**config.mk**
```make
export PLATFORM = sky130hd
export DESIGN_NAME = vga_sync_gen
export DESIGN_NICKNAME = d
export VERILOG_FILES = /design/src/rtl/vga_timing_pkg.sv /design/src/rtl/clk_en_divider.sv /design/src/rtl/vga_sync_gen.sv
export SDC_FILE = /design/constraint.sdc
export NUM_CORES = 1
export LEC_CHECK = 0
export ABC_CLOCK_PERIOD_IN_PS = 2650
export BUFFER_PORTS_ARGS = -buffer_cell sky130_fd_sc_hd__buf_2
export CORE_MARGIN = 2
export CORE_UTILIZATION = 57
export CTS_BUF_LIST = sky130_fd_sc_hd__clkbuf_2
export DETAILED_ROUTE_END_ITERATION = 8
export GPL_TIMING_DRIVEN = 0
export PLACE_DENSITY_LB_ADDON = 0.05
export SYNTH_ARGS = -nofsm -noshare
export SYNTH_HDL_FRONTEND = slang
export SYNTH_SLANG_ARGS = --single-unit
```
**constraint.sdc**
```tcl
create_clock -name clk -period 2.65 [get_ports clk]
set_clock_uncertainty 0.15 [all_clocks]
set_input_delay 0 -clock clk [delete_from_list [all_inputs] [get_ports clk]]
set_output_delay 0 -clock clk [all_outputs]
set_load 0.01 [all_outputs]
```
**src/rtl/vga_timing_pkg.sv**
```systemverilog
// Shared VGA 640x480@60 timing constants and count helpers. The top-level
// timing generator and downstream consumers (block_controller, ROM lookup)
// take their default geometry and display-area bounds from here.
package vga_timing_pkg;

    localparam int COUNT_W = 10;

    // Default 640x480@60 geometry with a 25 MHz pixel rate from a 100 MHz clock.
    localparam int VGA_CLK_DIV = 4;
    localparam int VGA_H_SYNC  = 96;
    localparam int VGA_H_BP    = 48;
    localparam int VGA_H_DISP  = 640;
    localparam int VGA_H_TOTAL = 800;
    localparam int VGA_V_SYNC  = 2;
    localparam int VGA_V_BP    = 33;
    localparam int VGA_V_DISP  = 480;
    localparam int VGA_V_TOTAL = 525;

    // Inclusive bounds of the visible area for the default geometry.
    localparam int H_DISP_START = VGA_H_SYNC + VGA_H_BP;            // 144
    localparam int H_DISP_END   = H_DISP_START + VGA_H_DISP - 1;    // 783
    localparam int V_DISP_START = VGA_V_SYNC + VGA_V_BP;            // 35
    localparam int V_DISP_END   = V_DISP_START + VGA_V_DISP - 1;    // 514

    typedef logic [COUNT_W-1:0] count_t;

    // Inclusive range test on a pixel or line count.
    function automatic logic in_range(input count_t val, input count_t lo, input count_t hi);
        return (val >= lo) && (val <= hi);
    endfunction

endpackage

```
**src/rtl/clk_en_divider.sv**
```systemverilog
// Clock-enable divider: emits a registered one-cycle pulse every CLK_DIV
// clocks. After reset is released the first pulse appears exactly CLK_DIV
// clocks later. CLK_DIV must be at least 2.
module clk_en_divider
    import vga_timing_pkg::*;
#(
    parameter int CLK_DIV = VGA_CLK_DIV
) (
    input  logic clk,
    input  logic rst,
    output logic en_out
);

    localparam int CNT_W = $clog2(CLK_DIV);
    localparam logic [CNT_W-1:0] CNT_LAST = CNT_W'(CLK_DIV - 1);
    localparam logic [CNT_W-1:0] CNT_ONE  = CNT_W'(1);

    logic [CNT_W-1:0] cnt;

    // Free-running modulo-CLK_DIV count; the pulse is registered one cycle
    // after the count reaches its last value.
    always_ff @(posedge clk) begin
        if (rst) begin
            cnt    <= '0;
            en_out <= 1'b0;
        end else begin
            en_out <= (cnt == CNT_LAST);
            if (cnt == CNT_LAST) begin
                cnt <= '0;
            end else begin
                cnt <= cnt + CNT_ONE;
            end
        end
    end

endmodule

```
**src/rtl/vga_sync_gen.sv**
```systemverilog
// VGA timing generator: pixel enable, horizontal/vertical counters,
// active-low sync pulses, display-area flag and a one-clock frame tick.
// Decoded outputs are computed from the next counter values so every
// registered output lines up with the hCount/vCount it belongs to.
module vga_sync_gen
    import vga_timing_pkg::*;
#(
    parameter int CLK_DIV = VGA_CLK_DIV,
    parameter int H_SYNC  = VGA_H_SYNC,
    parameter int H_BP    = VGA_H_BP,
    parameter int H_DISP  = VGA_H_DISP,
    parameter int H_TOTAL = VGA_H_TOTAL,
    parameter int V_SYNC  = VGA_V_SYNC,
    parameter int V_BP    = VGA_V_BP,
    parameter int V_DISP  = VGA_V_DISP,
    parameter int V_TOTAL = VGA_V_TOTAL
) (
    input  logic         clk,
    input  logic         rst,
    output logic         pix_en,
    output logic [9:0]   hCount,
    output logic [9:0]   vCount,
    output logic         hSync,
    output logic         vSync,
    output logic         bright,
    output logic         frame_tick
);

    localparam count_t CNT_ONE   = count_t'(1);
    localparam count_t H_LAST    = count_t'(H_TOTAL - 1);
    localparam count_t V_LAST    = count_t'(V_TOTAL - 1);
    localparam count_t H_SYNC_W  = count_t'(H_SYNC);
    localparam count_t V_SYNC_W  = count_t'(V_SYNC);
    localparam count_t H_VIS_LO  = count_t'(H_SYNC + H_BP);
    localparam count_t H_VIS_HI  = count_t'(H_SYNC + H_BP + H_DISP - 1);
    localparam count_t V_VIS_LO  = count_t'(V_SYNC + V_BP);
    localparam count_t V_VIS_HI  = count_t'(V_SYNC + V_BP + V_DISP - 1);

    count_t h_nxt;
    count_t v_nxt;
    logic   wrap_nxt;
    logic   hsync_nxt;
    logic   vsync_nxt;
    logic   bright_nxt;

    clk_en_divider #(
        .CLK_DIV (CLK_DIV)
    ) u_div (
        .clk    (clk),
        .rst    (rst),
        .en_out (pix_en)
    );

    // Next counter values: advance only on a pixel enable, carry into the
    // line counter at end of line, flag the full-frame wrap.
    always_comb begin
        h_nxt    = hCount;
        v_nxt    = vCount;
        wrap_nxt = 1'b0;
        if (pix_en) begin
            if (hCount == H_LAST) begin
                h_nxt = '0;
                if (vCount == V_LAST) begin
                    v_nxt    = '0;
                    wrap_nxt = 1'b1;
                end else begin
                    v_nxt = vCount + CNT_ONE;
                end
            end else begin
                h_nxt = hCount + CNT_ONE;
            end
        end
    end

    // Sync and display-area decode from the next counts (syncs are active low).
    always_comb begin
        hsync_nxt  = !(h_nxt < H_SYNC_W);
        vsync_nxt  = !(v_nxt < V_SYNC_W);
        bright_nxt = in_range(h_nxt, H_VIS_LO, H_VIS_HI) &&
                     in_range(v_nxt, V_VIS_LO, V_VIS_HI);
    end

    // Output registers; reset drops any pending frame tick and restarts at (0,0).
    always_ff @(posedge clk) begin
        if (rst) begin
            hCount     <= '0;
            vCount     <= '0;
            hSync      <= 1'b0;
            vSync      <= 1'b0;
            bright     <= 1'b0;
            frame_tick <= 1'b0;
        end else begin
            hCount     <= h_nxt;
            vCount     <= v_nxt;
            hSync      <= hsync_nxt;
            vSync      <= vsync_nxt;
            bright     <= bright_nxt;
            frame_tick <= wrap_nxt;
        end
    end

endmodule

```
==> results.py <==
metrics = {
    "floorplan": {
        "die_w_um": 54.51,
        "rows": 18,
        "start_util_pct": 59.23,
        "die_area_um2": 2971,
        "core_area_um2": 2455,
        "die_h_um": 54.51,
        "ios": 27,
    },
    "global_routing": {
        "overflow": 0,
        "globalRouteTotalUtil_pct": 23.17,
        "grt_pass1_vias": 1180,
        "grt_pass1_wl_um": 5092,
        "grt_max_degree": 17,
        "antenna_found_initial": 0,
    },
    "logic_synthesis": {
        "synthTopCellsByArea": "dfxtp_1 (37%), a21oi_1 (4.5%), nor2_1 (4.4%), nor3_1 (4.1%), nand2_1 (3.6%)",
        "synth_nets": 182,
        "synth_top_area_share_pct": 37.18,
        "ys_top_cells_by_count": "dfxtp_1 (27), nor2_1 (17), nand2_1 (14)",
        "synthXorXnorAreaFrac_pct": 4.819,
        "synth_warnings": 0,
        "synthArstFlopShare_pct": 0,
        "synth_seq_cells": 27,
        "synth.distinct_cells": 44,
        "synth.most_common_cell": "dfxtp_1",
        "synth_edf_count": 0,
        "syn_inst": 176,
        "yosys-mux-area-fraction_pct": 0.6885,
        "synth_compound_area_share_pct": 15.40,
        "synthFlopType": "dfxtp_1",
        "synthSimpleGateAreaFrac_pct": 33.48,
        "syn_area_um2": 1454,
        "synth_adder_area_share_pct": 3.442,
        "avgSynthCellArea_um2": 8.261,
        "seq_area_frac_synth_pct": 37.18,
        "synth_top_family_by_area": "simple AND/OR/NAND/NOR gates",
        "yosysTopAreaCell": "dfxtp_1",
    },
    "cts": {
        "numCtsBuffers": 3,
        "numClockSinks": 27,
        "clk_pin_slew_ps": 270,
        "htreeDepth": 1,
        "tritoncts": "done",
        "clock_latency_ps": 380,
        "clockRootBuffer": "clkbuf_2",
        "clockBufferDepth": 2,
    },
    "final_layout": {
        "stdcell_count": 239,
        "area_growth_pct": 19.28,
        "layout-drive-gt1-share_pct": 25.36,
        "diodes": 0,
        "fill_cells": 205,
        "final_nets": 216,
        "utilization_pct": 70.64,
    },
    "pwr": {
        "power_uw": 607.6,
        "peakVddDrop_mv": 0.3670,
        "pwr_density_cell_nw_per_um2": 350.4,
        "leakage_nw": 0.6774,
    },
    "setup_path": {
        "required_ps": 2850,
        "path_class": "reg -> reg",
        "arrival_ps": 2750,
        "crit_top_cell": "or4_4",
        "startpoint_type": "register",
        "crit_path_end_kind": "register",
        "worst_path_largest_cell_delay_ps": 510,
        "critPathMaxFanout": 6,
        "worstPathCellList": "ha_4 > nand4b_1 > or4_4 > buf_6 > or4_4 > nand3_1 > a211o_1 > nand2_1 > a21oi_2",
        "slowest_stage": "or4_4",
    },
    "timing": {
        "fin_crit_sh_pct": 96.10,
        "max_slew_margin_pct": 65.01,
        "slew_viol_final": 0,
        "hold_viol": 0,
        "fmax_ghz": 0.3927,
        "tightestPinTransition_ps": 524.9,
        "final-setup-viol-count": 0,
        "finalCriticalPeriod_ps": 2547,
    },
    "status": {
        "status": "complete, no violations",
    },
    "drt": {
        "drcViolationCount": 0,
        "ant_nets": 0,
        "dr.pass1.iters": 4,
        "vias_per_cell": 6.000,
        "num_vias": 1434,
        "wirelength_um": 3361,
        "wl_per_cell_um": 14.06,
        "drt_iter0_drc": 37,
    },
    "placed_design": {
        "io_buffers": 26,
        "dp_hpwl_um": 2330,
        "dp.cells": 232,
        "gp_congestion": 0.8530,
    },
    "worst_hold_path": {
        "hp-class": "in -> reg",
    },
    "job": {
        "max_cap_violations": 0,
    },
}
## worst max-delay path, delay by kind of cell, from the launching register on
| kind | cells | cell delay (ps) |
|---|---|---|
| AO/OA/AOI/OAI | 2 | 240 |
| buffers and inverters | 1 | 150 |
| AND/OR/NAND/NOR | 5 | 1390 |
| adder cells (fa/ha/maj) | 1 | 160 |
| flip-flops | 1 | 430 |
## through the flow
| stage | area (um2) | setup WS [ps] | hold WS (ps) | setup TNS [ps] |
|---|---|---|---|---|
| final | 1734 | 103.5 | 153.8 | 0 |
| after global routing | 1734 | -24.27 | 171.5 | -24.27 |
| after CTS | 1655 | 21.25 | 157.9 | 0 |
| after detailed placement | 1622 | 58.58 | 54.89 | 0 |
| after global placement | 1622 | 107.7 | 51.51 | 0 |
| after floorplan | 1454 | 229.9 | -69.07 | 0 |
## report_power, final
group | total [mW] | internal (mW) | switching [mW] | leakage [nW]
sequential | 0.415 | 0.413 | 0.00254 | 0.219
combinational | 0.0231 | 0.00976 | 0.0133 | 0.445
clock | 0.169 | 0.0349 | 0.134 | 0.0126
## layout by cell type (no fill, tap or decap), types with 3 or more instances in the layout
cell,n
and3_1,3
dfxtp_1,24
xor2_1,4
o21ai_0,3
nor2_1,17
a21oi_1,13
nand2_1,14
ha_1,3
buf_2,30
o31ai_1,5
nand4_1,6
nor3_1,11
clkbuf_2,3
nand2b_1,4
or4_1,4
nand3_1,7
xnor2_1,4
dfxtp_2,3
inv_1,5
clkbuf_1,4
## per-layer routing
layer | track usage, % | share of wire (%)
met1 | 33.39 | 49
met2 | 33.73 | 44
met3 | 3.552 | 4.5
met5 | 0 | 0
met4 | 10.42 | 2.9
## flip-flops by register name (all words and copies together) (netlist names)
register / count
bright: 1
frame_tick: 1
vCount: 10
u_div.cnt: 2
u_div.en_out: 1
hCount: 10
vSync: 1
hSync: 1
## kinds of logic (layout without fill, tap and decap cells)
logic type / count (synthesis) / in the layout
multiplexers: 1 / 1
XOR/XNOR: 8 / 8
AND/OR/NAND/NOR: 86 / 86
flip-flops: 27 / 27
AO/OA/AOI/OAI: 34 / 34
adder cells (fa/ha/maj): 4 / 4
buffers and inverters: 16 / 49
## worst paths after layout
path,cells past startpoint,endpoint,from,slack (ps)
worst max register to register,9,bright,hCount[1],100
worst min-delay path,3,hCount[7],rst,150
worst max-delay path,9,bright,hCount[1],100
worst min register to register,1,u_div.cnt[0],u_div.cnt[0],310
## repair_timing
action | CTS | global route
buffers inserted | 0 | 2
hold endpoints to repair | 8 | 0
gates resized for setup | 1 | 14
pin swaps | 0 | 2
hold buffers | 1 | 0
endpoints found under the setup margin | 2 | 4
## final cells by class
class / instances / area (um2) / area share, %
sequential: 27 / 544.3 / 31.39
buffer: 11 / 57.56 / 3.319
inverter: 5 / 18.77 / 1.082
clock inverter: 1 / 7.507 / 0.4329
multi-input combinational: 133 / 898.4 / 51.80
clock buffer: 3 / 15.01 / 0.8658
timing repair buffer: 29 / 155.1 / 8.947
tap: 30 / 37.54 / 2.165
No activity file was read; power rests on OpenSTA's default activity.
